===== src/rtl/video_timing_pkg.sv =====
// Shared timing definitions for the video timing generator/detector pair.
// The detector's optional error counter is enabled by VIDEO_TIMING_DET_ERR_CNT_EN.
package video_timing_pkg;

  localparam int CNT_W = 12;
  localparam logic [CNT_W-1:0] CNT_MAX = '1;

  // 640x480 @ 800x525 geometry, common to generator and detector.
  localparam int VGA_HACT = 640;
  localparam int VGA_HFP  = 16;
  localparam int VGA_HSW  = 96;
  localparam int VGA_HBP  = 48;
  localparam int VGA_VACT = 480;
  localparam int VGA_VFP  = 10;
  localparam int VGA_VSW  = 2;
  localparam int VGA_VBP  = 33;
  localparam int VGA_HTOTAL = VGA_HACT + VGA_HFP + VGA_HSW + VGA_HBP;
  localparam int VGA_VTOTAL = VGA_VACT + VGA_VFP + VGA_VSW + VGA_VBP;

  typedef enum logic [1:0] {
    S_UNLOCK = 2'd0,
    S_SYNC   = 2'd1,
    S_LOCKED = 2'd2
  } state_e;

  function automatic logic [CNT_W-1:0] sat_inc(input logic [CNT_W-1:0] v);
    return (v == CNT_MAX) ? v : v + CNT_W'(1);
  endfunction

endpackage


===== src/rtl/video_timing_det_sync_edge.sv =====
// sync_edge_det: registers one video control signal, normalises its polarity
// and flags transitions into (act_edge) and out of (inact_edge) the active level.
module sync_edge_det #(
  parameter logic POL = 1'b1
) (
  input  logic clk,
  input  logic rst_n,
  input  logic din,
  output logic lvl,
  output logic raw,
  output logic act_edge,
  output logic inact_edge
);

  logic q;
  logic lvl_d;

  // NOTE: non-blocking assignments so lvl_d takes the value lvl had before this edge.
  always_ff @(posedge clk or negedge rst_n) begin
    if (!rst_n) begin
      q     <= ~POL;
      lvl_d <= 1'b0;
    end else begin
      q     <= din;
      lvl_d <= lvl;
    end
  end

  assign lvl        = (q == POL);
  assign raw        = q;
  assign act_edge   = lvl & ~lvl_d;
  assign inact_edge = ~lvl & lvl_d;

endmodule


===== src/rtl/video_timing_det.sv =====
// Receive-side video timing detector: recovers pixel coordinates, measures line and
// frame geometry, declares lock. VIDEO_TIMING_DET_ERR_CNT_EN builds the error counter.
module video_timing_det
  import video_timing_pkg::*;
#(
  parameter int unsigned EXP_HACT    = VGA_HACT,
  parameter int unsigned EXP_VACT    = VGA_VACT,
  parameter int unsigned LOCK_FRAMES = 2,
  parameter logic        HS_POL      = 1'b1,
  parameter logic        VS_POL      = 1'b1
) (
  input  logic             I_PCLK,
  input  logic             I_RST_N,
  input  logic [23:0]      I_PIX_DATA,
  input  logic             I_DE,
  input  logic             I_HSYNC,
  input  logic             I_VSYNC,
  output logic [23:0]      O_PIX_DATA,
  output logic             O_DE,
  output logic             O_HSYNC,
  output logic             O_VSYNC,
  output logic [CNT_W-1:0] O_X,
  output logic [CNT_W-1:0] O_Y,
  output logic             O_SOF,
  output logic             O_EOL,
  output logic [CNT_W-1:0] O_HACT,
  output logic [CNT_W-1:0] O_HTOTAL,
  output logic [CNT_W-1:0] O_VACT,
  output logic             O_LOCKED,
  output logic             O_ERR,
  output logic [15:0]      O_ERR_CNT
);

  localparam logic [CNT_W-1:0] EXP_HACT_C = CNT_W'(EXP_HACT);
  localparam logic [CNT_W-1:0] EXP_VACT_C = CNT_W'(EXP_VACT);
  localparam logic [3:0]       LOCK_LAST  = 4'(LOCK_FRAMES - 1);

  // Stage 1: registered inputs and edge strobes
  logic [23:0] pix_q;
  logic de_lvl, de_raw, de_rise, de_fall;
  logic hs_lvl, hs_raw, hs_rise, hs_fall;
  logic vs_lvl, vs_raw, vs_rise, vs_fall;

  always_ff @(posedge I_PCLK or negedge I_RST_N) begin
    if (!I_RST_N) pix_q <= '0;
    else          pix_q <= I_PIX_DATA;
  end

  sync_edge_det #(.POL(1'b1)) u_de (
    .clk(I_PCLK), .rst_n(I_RST_N), .din(I_DE),
    .lvl(de_lvl), .raw(de_raw), .act_edge(de_rise), .inact_edge(de_fall)
  );
  sync_edge_det #(.POL(HS_POL)) u_hs (
    .clk(I_PCLK), .rst_n(I_RST_N), .din(I_HSYNC),
    .lvl(hs_lvl), .raw(hs_raw), .act_edge(hs_rise), .inact_edge(hs_fall)
  );
  sync_edge_det #(.POL(VS_POL)) u_vs (
    .clk(I_PCLK), .rst_n(I_RST_N), .din(I_VSYNC),
    .lvl(vs_lvl), .raw(vs_raw), .act_edge(vs_rise), .inact_edge(vs_fall)
  );

  logic unused_edges;
  assign unused_edges = ^{de_raw, de_rise, hs_lvl, hs_fall, vs_fall};

  // Counters and error detection
  logic [CNT_W-1:0] h_cnt, x_cnt, y_cnt;
  logic [CNT_W-1:0] y_inc, vact_now;
  logic             err_any, err_now;

  always_comb begin
    y_inc    = sat_inc(y_cnt);
    // A line closing on the VS edge is counted before the frame closes.
    vact_now = de_fall ? y_inc : y_cnt;
    err_any  = (de_fall && (x_cnt != EXP_HACT_C))
            || (vs_rise && (vact_now != EXP_VACT_C))
            || (de_lvl && vs_lvl)
            || (de_lvl && (x_cnt == CNT_MAX))
            || (de_fall && (y_cnt == CNT_MAX));
    err_now  = err_any && (state != S_UNLOCK);
  end

  // Lock FSM
  state_e     state, next_state;
  logic [3:0] good_cnt, next_good;
  logic       frame_bad, next_frame_bad;

  always_ff @(posedge I_PCLK or negedge I_RST_N) begin
    if (!I_RST_N) begin
      state     <= S_UNLOCK;
      good_cnt  <= '0;
      frame_bad <= 1'b0;
    end else begin
      state     <= next_state;
      good_cnt  <= next_good;
      frame_bad <= next_frame_bad;
    end
  end

  // NOTE: every output of this block gets a default first, so no latches are inferred.
  always_comb begin
    next_state     = state;
    next_good      = good_cnt;
    next_frame_bad = vs_rise ? 1'b0 : (frame_bad | err_now);
    unique case (state)
      S_UNLOCK: begin
        if (vs_rise) begin
          next_state = S_SYNC;
          next_good  = '0;
        end
      end
      S_SYNC: begin
        if (err_now) begin
          next_good = '0;
        end else if (vs_rise && !frame_bad) begin
          next_good = good_cnt + 4'd1;
          if (good_cnt >= LOCK_LAST) next_state = S_LOCKED;
        end
      end
      S_LOCKED: begin
        if (err_now) begin
          next_state = S_SYNC;
          next_good  = '0;
        end
      end
      default: begin
        next_state = S_UNLOCK;
        next_good  = '0;
      end
    endcase
  end

  // Stage 2: counters, measurements and all registered outputs
  always_ff @(posedge I_PCLK or negedge I_RST_N) begin
    if (!I_RST_N) begin
      h_cnt      <= '0;
      x_cnt      <= '0;
      y_cnt      <= '0;
      O_PIX_DATA <= '0;
      O_DE       <= 1'b0;
      O_HSYNC    <= 1'b0;
      O_VSYNC    <= 1'b0;
      O_X        <= '0;
      O_Y        <= '0;
      O_SOF      <= 1'b0;
      O_EOL      <= 1'b0;
      O_HACT     <= '0;
      O_HTOTAL   <= '0;
      O_VACT     <= '0;
      O_LOCKED   <= 1'b0;
      O_ERR      <= 1'b0;
    end else begin
      if (hs_rise) begin
        h_cnt    <= '0;
        O_HTOTAL <= sat_inc(h_cnt);
      end else begin
        h_cnt <= sat_inc(h_cnt);
      end

      if (de_lvl)       x_cnt <= sat_inc(x_cnt);
      else if (de_fall) x_cnt <= '0;
      if (de_fall)      O_HACT <= x_cnt;

      if (vs_rise) begin
        O_VACT <= vact_now;
        y_cnt  <= '0;
      end else if (de_fall) begin
        y_cnt <= y_inc;
      end

      O_PIX_DATA <= pix_q;
      O_DE       <= de_lvl;
      O_HSYNC    <= hs_raw;
      O_VSYNC    <= vs_raw;
      O_X        <= de_lvl ? x_cnt : '0;
      O_Y        <= de_lvl ? y_cnt : '0;
      O_SOF      <= de_lvl && (x_cnt == '0) && (y_cnt == '0);
      O_EOL      <= de_fall;
      O_ERR      <= err_now;
      O_LOCKED   <= (next_state == S_LOCKED);
    end
  end

`ifdef VIDEO_TIMING_DET_ERR_CNT_EN
  logic [15:0] err_cnt;

  always_ff @(posedge I_PCLK or negedge I_RST_N) begin
    if (!I_RST_N)                          err_cnt <= '0;
    else if (err_now && err_cnt != 16'hFFFF) err_cnt <= err_cnt + 16'd1;
  end

  assign O_ERR_CNT = err_cnt;
`else
  assign O_ERR_CNT = 16'h0;
`endif

endmodule


===== config.mk =====
export PLATFORM = sky130hd
export DESIGN_NAME = video_timing_det
export DESIGN_NICKNAME = d
export VERILOG_FILES = /design/src/rtl/video_timing_pkg.sv /design/src/rtl/video_timing_det_sync_edge.sv /design/src/rtl/video_timing_det.sv
export SDC_FILE = /design/constraint.sdc
export NUM_CORES = 1
export LEC_CHECK = 0
export CAP_MARGIN = 20
export CORE_ASPECT_RATIO = 1.25
export CORE_MARGIN = 8
export CORE_UTILIZATION = 30
export CTS_BUF_LIST = sky130_fd_sc_hd__clkbuf_16
export DETAILED_ROUTE_END_ITERATION = 7
export GPL_TIMING_DRIVEN = 0
export HOLD_SLACK_MARGIN = 0.06
export SLEW_MARGIN = 20
export SYNTH_ARGS = -nofsm -noshare
export SYNTH_HDL_FRONTEND = slang
export SYNTH_SLANG_ARGS = --single-unit

===== constraint.sdc =====
create_clock -name I_PCLK -period 6.6 [get_ports I_PCLK]
set_clock_uncertainty 0.15 [all_clocks]
set_input_delay 1.32 -clock I_PCLK [delete_from_list [all_inputs] [get_ports I_PCLK]]
set_output_delay 1.32 -clock I_PCLK [all_outputs]
set_load 0.05 [all_outputs]

==> flow_summary_export.csv, run 1 <==
group,metric,value,unit
setup_path,critPathLaunchType,"flop",
power,power.share.clock,40.1,%
cells_and_area,final_cell_mix,"dfrtp_1 (161), clkdlybuf4s50_1 (118), nand2_1 (78)",
setup_path,crit_chain,"clkdlybuf4s50_1",
placed_design,place_inst,966,
logic_synthesis,synth_flop_cell,"dfrtp_1",
cts,cts_buffers,17,
logic_synthesis,syn_inst,557,
power,p_comb_share,15.0,%
power,irDropWorstVdd,0.0001842,V
placed_design,place_congestion,0.8361,
cts,clock-sinks,161,
power,powerDensity,281.7,mW/mm^2
cells_and_area,fin_nets,748,
setup_path,crit_family,"buffers and inverters",
logic_synthesis,synth_area_leader_cell,"dfrtp_1",
floorplanning,die_h,179.1,um
sta,period_needed,3.274,ns
setup_path,slowest_delay,0.87,ns
run_status,status,"completed",
grt,grt_overflow_total,0,
cts,post-cts-setup-buffers,0,
drt,wire_per_inst,15.37,um
power,sw_frac_of_total,28.83,%
setup_path,cp.arrival,1.80,ns
drt,routed_via_density,4.473,
drt,vias,4460,
grt,antenna_found_initial,0,
sta,rsz0062_at_grt,"no",
power,p_switching,0.6976,mW
logic_synthesis,async_flop_share,100.0,%
run,drv_cap,0,
sta,setup_violations,0,
cts,hold_buffers,0,
cts,htreeDepth,4,
setup_path,critPathRequiredTime,5.13,ns
cells_and_area,antenna_cells,0,
grt,grt_max_degree,88,
setup_path,cp-end-kind,"output pin",
floorplanning,start_util,30.56,%
drt,first_pass_iters,4,
cells_and_area,num-fill-cells,2033,
cts,cts_root_buffer,"clkbuf_16",
power,sequentialPowerShare,44.9,%
logic_synthesis,synth_area,0.006385,mm^2
placed_design,io_buffers,119,
placed_design,place_hpwl,11.18,mm
floorplanning,die_area,0.02624,mm^2
sta,maxSlewHeadroom,61.40,%
cts,clk-insertion-delay-late,0.42,ns
cts,cts_resized,0,
sta,drv_slew,0,
sta,max_freq,0.3055,GHz
floorplanning,core.rowCount,59,
floorplanning,ios,136,
logic_synthesis,synth_area_leaders,"dfrtp_1 (63%), nand2_1 (4.6%), o21ai_0 (3.1%), nor2_1 (2.8%), and2_1 (2.4%)",
setup_path,reg2reg_slack,3.80,ns
logic_synthesis,synth_warnings,0,
sta,final_hold_viol_count,0,
logic_synthesis,syn_avg_cell_area,11.46,um^2
cts,clockBufferDepth,2,
cells_and_area,final_cells,997,
logic_synthesis,synth_top_area_share,63.10,%
cells_and_area,post-route-util,41.12,%
power,leakagePower,3.784,nW
drt,drc,0,
grt,grt_pass1_vias,4681,
cells_and_area,drive_above_1_share,10.51,%
setup_path,critPathKind,"reg -> out",
sta,holdWs,0.1984,ns
cells_and_area,synthToLayoutAreaGrowth,34.53,%
setup_path,slowest_stage,"clkdlybuf4s50_1",
grt,grt_usage,12.08,%
drt,first_iter_violations,231,
logic_synthesis,ys_types,58,
logic_synthesis,synth_seq_cells,161,
sta,post-route-period-util,49.60,%
cts,cts_tree,"done",
sta,worst_slew_pin_slew,0.5772,ns
floorplanning,die_x,146.5,um
drt,drtAntennaViolNets,0,
cells_and_area,final_common_cell,"dfrtp_1",
hold_path,hold_class,"reg -> reg",
setup_path,path_max_fanout,5,
cts,path_clk_slew,0.06,ns
power,power.internal,1.722,mW
grt,grt_first_pass_wirelength,24.86,mm
logic_synthesis,seq_area_frac_synth,63.10,%
floorplanning,core,0.02089,mm^2
drt,wl,15.33,mm
logic_synthesis,synth-edff-count,0,
setup_path,crit_buf_inv,1,
## synthesized netlist by cell type (4+ instances only)
| cell | number |
|---|---|
| nor4_1 | 6 |
| inv_1 | 9 |
| buf_4 | 17 |
| mux2i_1 | 9 |
| dfrtp_1 | 161 |
| o21a_1 | 4 |
| xor2_1 | 7 |
| nor2_1 | 47 |
| and3_1 | 4 |
| xnor2_1 | 7 |
| nor2b_1 | 6 |
| nand2_1 | 78 |
| nand4_1 | 12 |
| nor3_1 | 8 |
| o21ai_0 | 40 |
| buf_6 | 5 |
| a21oi_1 | 6 |
| clkbuf_1 | 16 |
| ha_1 | 8 |
| nand3_1 | 23 |
| nand2b_1 | 7 |
| and2_1 | 24 |
## flip-flops by register name, summed over array words and instances (netlist names), 2 cells and up
name	cells
O_PIX_DATA	24
pix_q	24
O_HACT	12
O_HTOTAL	12
O_VACT	12
O_X	12
O_Y	12
h_cnt	12
x_cnt	12
y_cnt	12
good_cnt	4
state	2
## power by group through the flow
stage	sequential (mW)	combinational, mW	clock, mW
after floorplan	1.21	0.109	0
after global placement	1.10	0.362	0
after detailed placement	1.10	0.368	0
after CTS	1.09	0.369	0.996
after global routing	1.10	0.391	1.05
final	1.09	0.362	0.971
## cells by family after synthesis
| group | count (synthesis) | synth area share (%) |
|---|---|---|
| AO/OA/AOI/OAI | 73 | 7.270 |
| XOR/XNOR | 14 | 1.920 |
| adder cells (fa/ha/maj) | 8 | 1.568 |
| buffers and inverters | 53 | 5.173 |
| flip-flops | 161 | 63.10 |
| multiplexers | 11 | 1.764 |
| other | 1 | 0.05873 |
| AND/OR/NAND/NOR | 236 | 19.15 |
## path summary, 6_finish.rpt
| check | start | end | cells after the start |
|---|---|---|---|
| worst max-delay path | u_de.lvl_d | O_DE | 1 |
| worst min-delay path | pix_q[16] | O_PIX_DATA[16] | 0 |
| worst max register to register | y_cnt[0] | good_cnt[0] | 8 |
| worst min register to register | pix_q[16] | O_PIX_DATA[16] | 0 |
| max in group asynchronous | I_RST_N | x_cnt[11] | 2 |
| min in group asynchronous | I_RST_N | pix_q[13] | 1 |
## per-stage QoR
step	instance area (um^2)	TNS (ns)	power [mW]	setup slack (ns)
4_1_cts	8589	0	2.452	3.315
3_5_place_dp	8008	0	1.472	3.780
6_report	8589	0	2.420	3.326
3_3_place_gp	7975	-402.37	1.466	-2.509
2_1_floorplan	6441	0	1.323	4.127
5_1_grt	8589	0	2.534	3.273
## routing by layer
metal  vias up  GRT usage, %  part of all wire (%)
met5         -             0                     0
met4         0         4.688                   1.7
met3        20         3.409                   4.8
met2       140         19.98                    48
met1      2145         14.75                    46
li1       2155             -                     -
## cell type report
cell class / instances / area [um^2] / share of cell area (%)
plain buffers: 42 / 289.0 / 3.365
repair buffers: 120 / 1224 / 14.25
clock buffers: 17 / 425.4 / 4.953
clock inverters: 14 / 156.4 / 1.821
inverters: 11 / 41.29 / 0.4807
flip-flops and latches: 161 / 4029 / 46.90
well taps: 274 / 342.8 / 3.991
multi-input cells: 358 / 2082 / 24.24
Note: power is estimated with default switching activity, not from simulation.
==> inputs of run 2 (changes only) <==
Clock period 6.6 ns to 3.4 ns, I/O delays scaled along.
==> run 2 against run 1 <==
Compared with the run above: worst hold slack got worse by 0.13 ns; sequential power increased by 94%; count of clock-buffer cells in the layout unchanged; largest cell class unchanged; setup slack got worse by 2.7 ns; cell count unchanged; global-route usage about the same; clock power increased by 95%; combinational power increased by 94%; via count increased by 0.13%; die area unchanged.
==> flow_summary_export.csv, run 2 (same netlist as run 1, synthesis figures left out) <==
group,metric,value,unit
drt,wire_per_inst,15.35,um
floorplanning,start_util,30.56,%
setup_path,reg2reg_slack,0.60,ns
setup_path,cp-end-kind,"flop",
sta,final_hold_viol_count,0,
drt,drtAntennaViolNets,0,
drt,drc,0,
setup_path,cp.arrival,3.01,ns
setup_path,critPathLaunchType,"flop",
grt,antenna_found_initial,0,
setup_path,crit_buf_inv,0,
cts,cts_tree,"done",
cells_and_area,antenna_cells,0,
drt,vias,4466,
grt,grt_overflow_total,0,
cts,cts_root_buffer,"clkbuf_16",
run,drv_cap,0,
sta,holdWs,0.06647,ns
run_status,status,"completed",
floorplanning,ios,136,
setup_path,slowest_stage,"dfrtp_1",
sta,worst_slew_pin_slew,0.5766,ns
cells_and_area,final_cells,997,
power,powerDensity,546.9,mW/mm^2
setup_path,crit_chain,"ha_1, and2_2, nor4_1, a221oi_2, nor4_4, a31oi_1, nor3_2, mux2_2",
hold_path,hold_class,"in -> async",
grt,grt_first_pass_wirelength,24.84,mm
setup_path,crit_family,"simple AND/OR/NAND/NOR gates",
floorplanning,core,0.02089,mm^2
floorplanning,die_h,179.1,um
cells_and_area,synthToLayoutAreaGrowth,34.53,%
cells_and_area,final_cell_area,0.008589,mm^2
placed_design,place_congestion,0.8361,
cts,cts_buffers,17,
cts,post-cts-setup-buffers,0,
drt,first_pass_iters,4,
sta,setup_violations,0,
cells_and_area,fin_nets,748,
sta,drv_slew,0,
floorplanning,die_area,0.02624,mm^2
cells_and_area,drive_above_1_share,10.51,%
grt,grt_pass1_vias,4688,
placed_design,place_inst,966,
drt,wl,15.31,mm
cts,path_clk_slew,0.07,ns
cts,cts_resized,0,
cts,clockBufferDepth,2,
cells_and_area,num-fill-cells,2033,
cts,clk-insertion-delay-late,0.42,ns
cells_and_area,reg_top3,"O_PIX_DATA x24, pix_q x24",
placed_design,placed_area,0.008008,mm^2
setup_path,critPathKind,"reg -> reg",
floorplanning,core.rowCount,59,
setup_path,slowest_delay,0.46,ns
cts,hold_buffers,0,
sta,period_needed,2.797,ns
placed_design,io_buffers,119,
sta,max_freq,0.3575,GHz
setup_path,path_max_fanout,5,
power,leakagePower,3.784,nW
grt,grt_max_degree,88,
power,irDropWorstVdd,0.0003579,V
drt,routed_via_density,4.479,
cts,clock-sinks,161,
setup_path,critPathRequiredTime,3.61,ns
sta,post-route-period-util,82.28,%
cts,htreeDepth,4,
sta,maxSlewHeadroom,61.44,%
sta,rsz0062_at_grt,"no",
floorplanning,die_x,146.5,um
drt,first_iter_violations,221,
cells_and_area,final_common_cell,"dfrtp_1",
placed_design,place_hpwl,11.18,mm
cells_and_area,final_cell_mix,"dfrtp_1 (161), clkdlybuf4s50_1 (118), nand2_1 (78)",
grt,grt_usage,12.07,%
[run 2: cell counts in the layout (fill, tap and decap cells not counted)]
No cell type changed its count.
[run 2: metrics by stage]
| step | power [mW] | TNS [ns] | util [%] | worst slack [ns] |
|---|---|---|---|---|
| floorplan | 2.568 | 0 | - | 0.9267 |
| global placement | 2.845 | -814.53 | 38.17 | -5.069 |
| detailed placement | 2.858 | 0 | 38.33 | 0.6618 |
| CTS | 4.759 | 0 | 41.12 | 0.6195 |
| global route | 4.918 | 0 | 41.12 | 0.4653 |
| finish | 4.697 | 0 | 41.12 | 0.6026 |
[run 2: path summary, 6_finish.rpt]
kind,startpoint,endpoint,cells past startpoint
max reg2reg,y_cnt[0],good_cnt[0],8
max,y_cnt[0],good_cnt[0],8
min,I_RST_N,pix_q[13],1
min in group I_PCLK,pix_q[16],O_PIX_DATA[16],0
min reg2reg,pix_q[16],O_PIX_DATA[16],0
max in group asynchronous,I_RST_N,x_cnt[11],2
[run 2: where the power goes]
part / total [mW] / internal (mW) / switching, mW
clock network: 1.89 / 1.09 / 0.799
logic: 0.703 / 0.227 / 0.477
registers: 2.11 / 2.03 / 0.0789
total: 4.70 / 3.34 / 1.35
[run 2: layout make-up]
type                       count  area (um^2)  area share, %
clock inverter                14        156.4          1.821
timing repair buffer         120         1224          14.25
buffer                        42        289.0          3.365
inverter                      11        41.29         0.4807
sequential                   161         4029          46.90
multi-input combinational    358         2082          24.24
tap                          274        342.8          3.991
clock buffer                  17        425.4          4.953
[run 2: worst register-to-register path: cells and delay by family (launching register included)]
family	cells	cell delay, ns
AND/OR/NAND/NOR	4	1.37
adder cells (fa/ha/maj)	1	0.29
flip-flops	1	0.46
multiplexers	1	0.21
AO/OA/AOI/OAI	2	0.26
[run 2: per-layer routing]
| layer | share of wire (%) | track usage [%] |
|---|---|---|
| met5 | 0 | 0 |
| met4 | 1.8 | 4.817 |
| met3 | 4.9 | 3.409 |
| met2 | 47 | 19.92 |
| met1 | 46 | 14.72 |
==> inputs of run 3 (changes only) <==
Clock period 3.4 ns to 2.9 ns, I/O delays scaled along.
==> run 3 against run 2 <==
Compared with the run above: first-iteration DRC count is 7.7% higher; critical path depth unchanged; die area stayed put; clock power up 17%; non-clock buffer count grew 1; count of clock-buffer cells in the layout unchanged; setup slack lost 0.43 ns; largest cell class unchanged; utilization about the same.
==> flow_summary_export.csv, run 3 (same netlist as run 1, synthesis figures left out) <==
group,metric,value,unit
setup_path,reg2reg_depth,8,
sta,worst_slew_pin_slew,0.5766,ns
grt,grt_max_degree,88,
placed_design,io_buffers,119,
cts,clockBufferDepth,2,
setup_path,rr_endpoint,"good_cnt[2]",
cells_and_area,final_common_cell,"dfrtp_1",
cts,cts_tree,"done",
grt,grt_overflow_total,0,
floorplanning,core.rowCount,59,
floorplanning,start_util,30.56,%
drt,drc,0,
drt,drtAntennaViolNets,0,
setup_path,cp.arrival,2.93,ns
power,irDropWorstVdd,0.0004197,V
grt,grt_pass1_vias,4693,
power,powerDensity,640.7,mW/mm^2
drt,first_iter_violations,238,
cts,path_clk_slew,0.07,ns
setup_path,critPathKind,"reg -> reg",
sta,final_hold_viol_count,0,
power,p_switching,1.589,mW
hold_path,holdPathEnd,"O_PIX_DATA[16]",
cts,clock-sinks,161,
drt,routed_via_density,4.470,
sta,period_needed,2.724,ns
floorplanning,core,0.02089,mm^2
sta,max_freq,0.3672,GHz
power,sequentialPowerShare,44.9,%
cells_and_area,antenna_cells,0,
hold_path,holdPathStages,0,
cts,cts_root_buffer,"clkbuf_16",
setup_path,critPathLaunchType,"flop",
floorplanning,die_h,179.1,um
sta,post-route-period-util,93.92,%
power,power.internal,3.921,mW
grt,grt_usage,12.09,%
power,sw_frac_of_total,28.83,%
hold_path,hold_start,"pix_q[16]",
power,power.share.clock,40.2,%
cells_and_area,reg_top3,"O_PIX_DATA x24, pix_q x24",
power,leakagePower,3.787,nW
sta,drv_slew,0,
sta,maxSlewHeadroom,61.44,%
floorplanning,die_area,0.02624,mm^2
setup_path,slowest_delay,0.46,ns
setup_path,crit_family,"simple AND/OR/NAND/NOR gates",
placed_design,place_hpwl,11.18,mm
drt,first_pass_iters,4,
placed_design,place_congestion,0.8361,
setup_path,critPathRequiredTime,3.11,ns
setup_path,crit_buf_inv,0,
cells_and_area,post-route-util,41.16,%
setup_path,cp-end-kind,"flop",
grt,antenna_found_initial,0,
setup_path,slowest_stage,"dfrtp_1",
hold_path,hold_class,"reg -> reg",
cells_and_area,drive_above_1_share,10.50,%
drt,wire_per_inst,15.33,um
setup_path,crit_chain,"ha_1, and2_2, nor4_1, a221oi_2, nor4_4, a31oi_4, nor4bb_1, a221o_1",
drt,vias,4461,
drt,wl,15.30,mm
sta,setup_violations,0,
cts,cts_buffers,17,
run_status,status,"completed",
cts,cts_resized,0,
grt,grt_first_pass_wirelength,24.89,mm
setup_path,path_max_fanout,8,
sta,rsz0062_at_grt,"no",
cts,clk-insertion-delay-late,0.42,ns
floorplanning,ios,136,
run,drv_cap,0,
cts,htreeDepth,4,
cells_and_area,final_cell_mix,"dfrtp_1 (161), clkdlybuf4s50_1 (118), nand2_1 (78)",
cells_and_area,synthToLayoutAreaGrowth,34.69,%
power,p_total,5.509,mW
setup_path,r2r_start,"y_cnt[0]",
cells_and_area,fin_nets,749,
setup_path,reg2reg_slack,0.18,ns
power,p_comb_share,15.0,%
floorplanning,die_x,146.5,um
[run 3: worst max path at each step]
stage / startpoint / endpoint / cells after the start
global route: y_cnt[0] / good_cnt[2] / 8
CTS: y_cnt[0] / good_cnt[0] / 8
global placement: I_RST_N / u_de.lvl / 1
floorplan: u_de.lvl_d / good_cnt[0] / 8
detailed placement: y_cnt[0] / good_cnt[3] / 8
finish: y_cnt[0] / good_cnt[2] / 8
[run 3: metal layers]
metal / track usage, % / vias up / share of wire [%] / wire (um)
met4: 4.817 / 0 / 1.8 / 275
met2: 19.96 / 141 / 48 / 7292
met3: 3.409 / 22 / 4.9 / 751
li1: - / 2160 / - / -
met1: 14.73 / 2138 / 46 / 6981
met5: 0 / - / 0 / 0
[run 3: worst register-to-register path, stage by stage, from the launching register on]
cell	delay, ns
dfrtp_1	0.46
ha_1	0.29
and2_2	0.22
nor4_1	0.37
a221oi_2	0.09
nor4_4	0.44
a31oi_4	0.21
nor4bb_1	0.29
a221o_1	0.15
[run 3: what timing repair did]
action / CTS / global route
buffers inserted: 0 / 0
hold endpoints to repair: 74 / 0
hold buffers: 1 / 0
endpoints found under the setup margin: 0 / 3
[run 3: per-stage QoR]
stage	instances	hold slack, ns	TNS, ns	instance area [um^2]	setup slack (ns)
6_report	998	0.1984	0	8600	0.1764
5_1_grt	998	0.2033	0	8600	0.01351
4_1_cts	998	0.2002	0	8600	0.1195
3_5_place_dp	966	0.1863	0	8008	0.1618
3_3_place_gp	965	0.1817	-878.93	7975	-5.469
2_1_floorplan	572	0.1344	0	6441	0.4267
[run 3: power groups by stage]
stage	sequential (mW)	clock, mW	combinational (mW)
floorplan	2.76	0	0.247
global placement	2.51	0	0.824
detailed placement	2.51	0	0.836
CTS	2.47	2.27	0.840
global route	2.49	2.38	0.892
finish	2.47	2.21	0.826
[run 3: cell type report]
| class | instances | area (um^2) |
|---|---|---|
| Sequential cell | 161 | 4029 |
| Buffer | 42 | 289.0 |
| Tap cell | 274 | 342.8 |
| Timing Repair Buffer | 121 | 1234 |
| Fill cell | 2032 | 12290 |
| Multi-Input combinational cell | 358 | 2082 |
| Inverter | 11 | 41.29 |
| Clock buffer | 17 | 425.4 |
| Clock inverter | 14 | 156.4 |
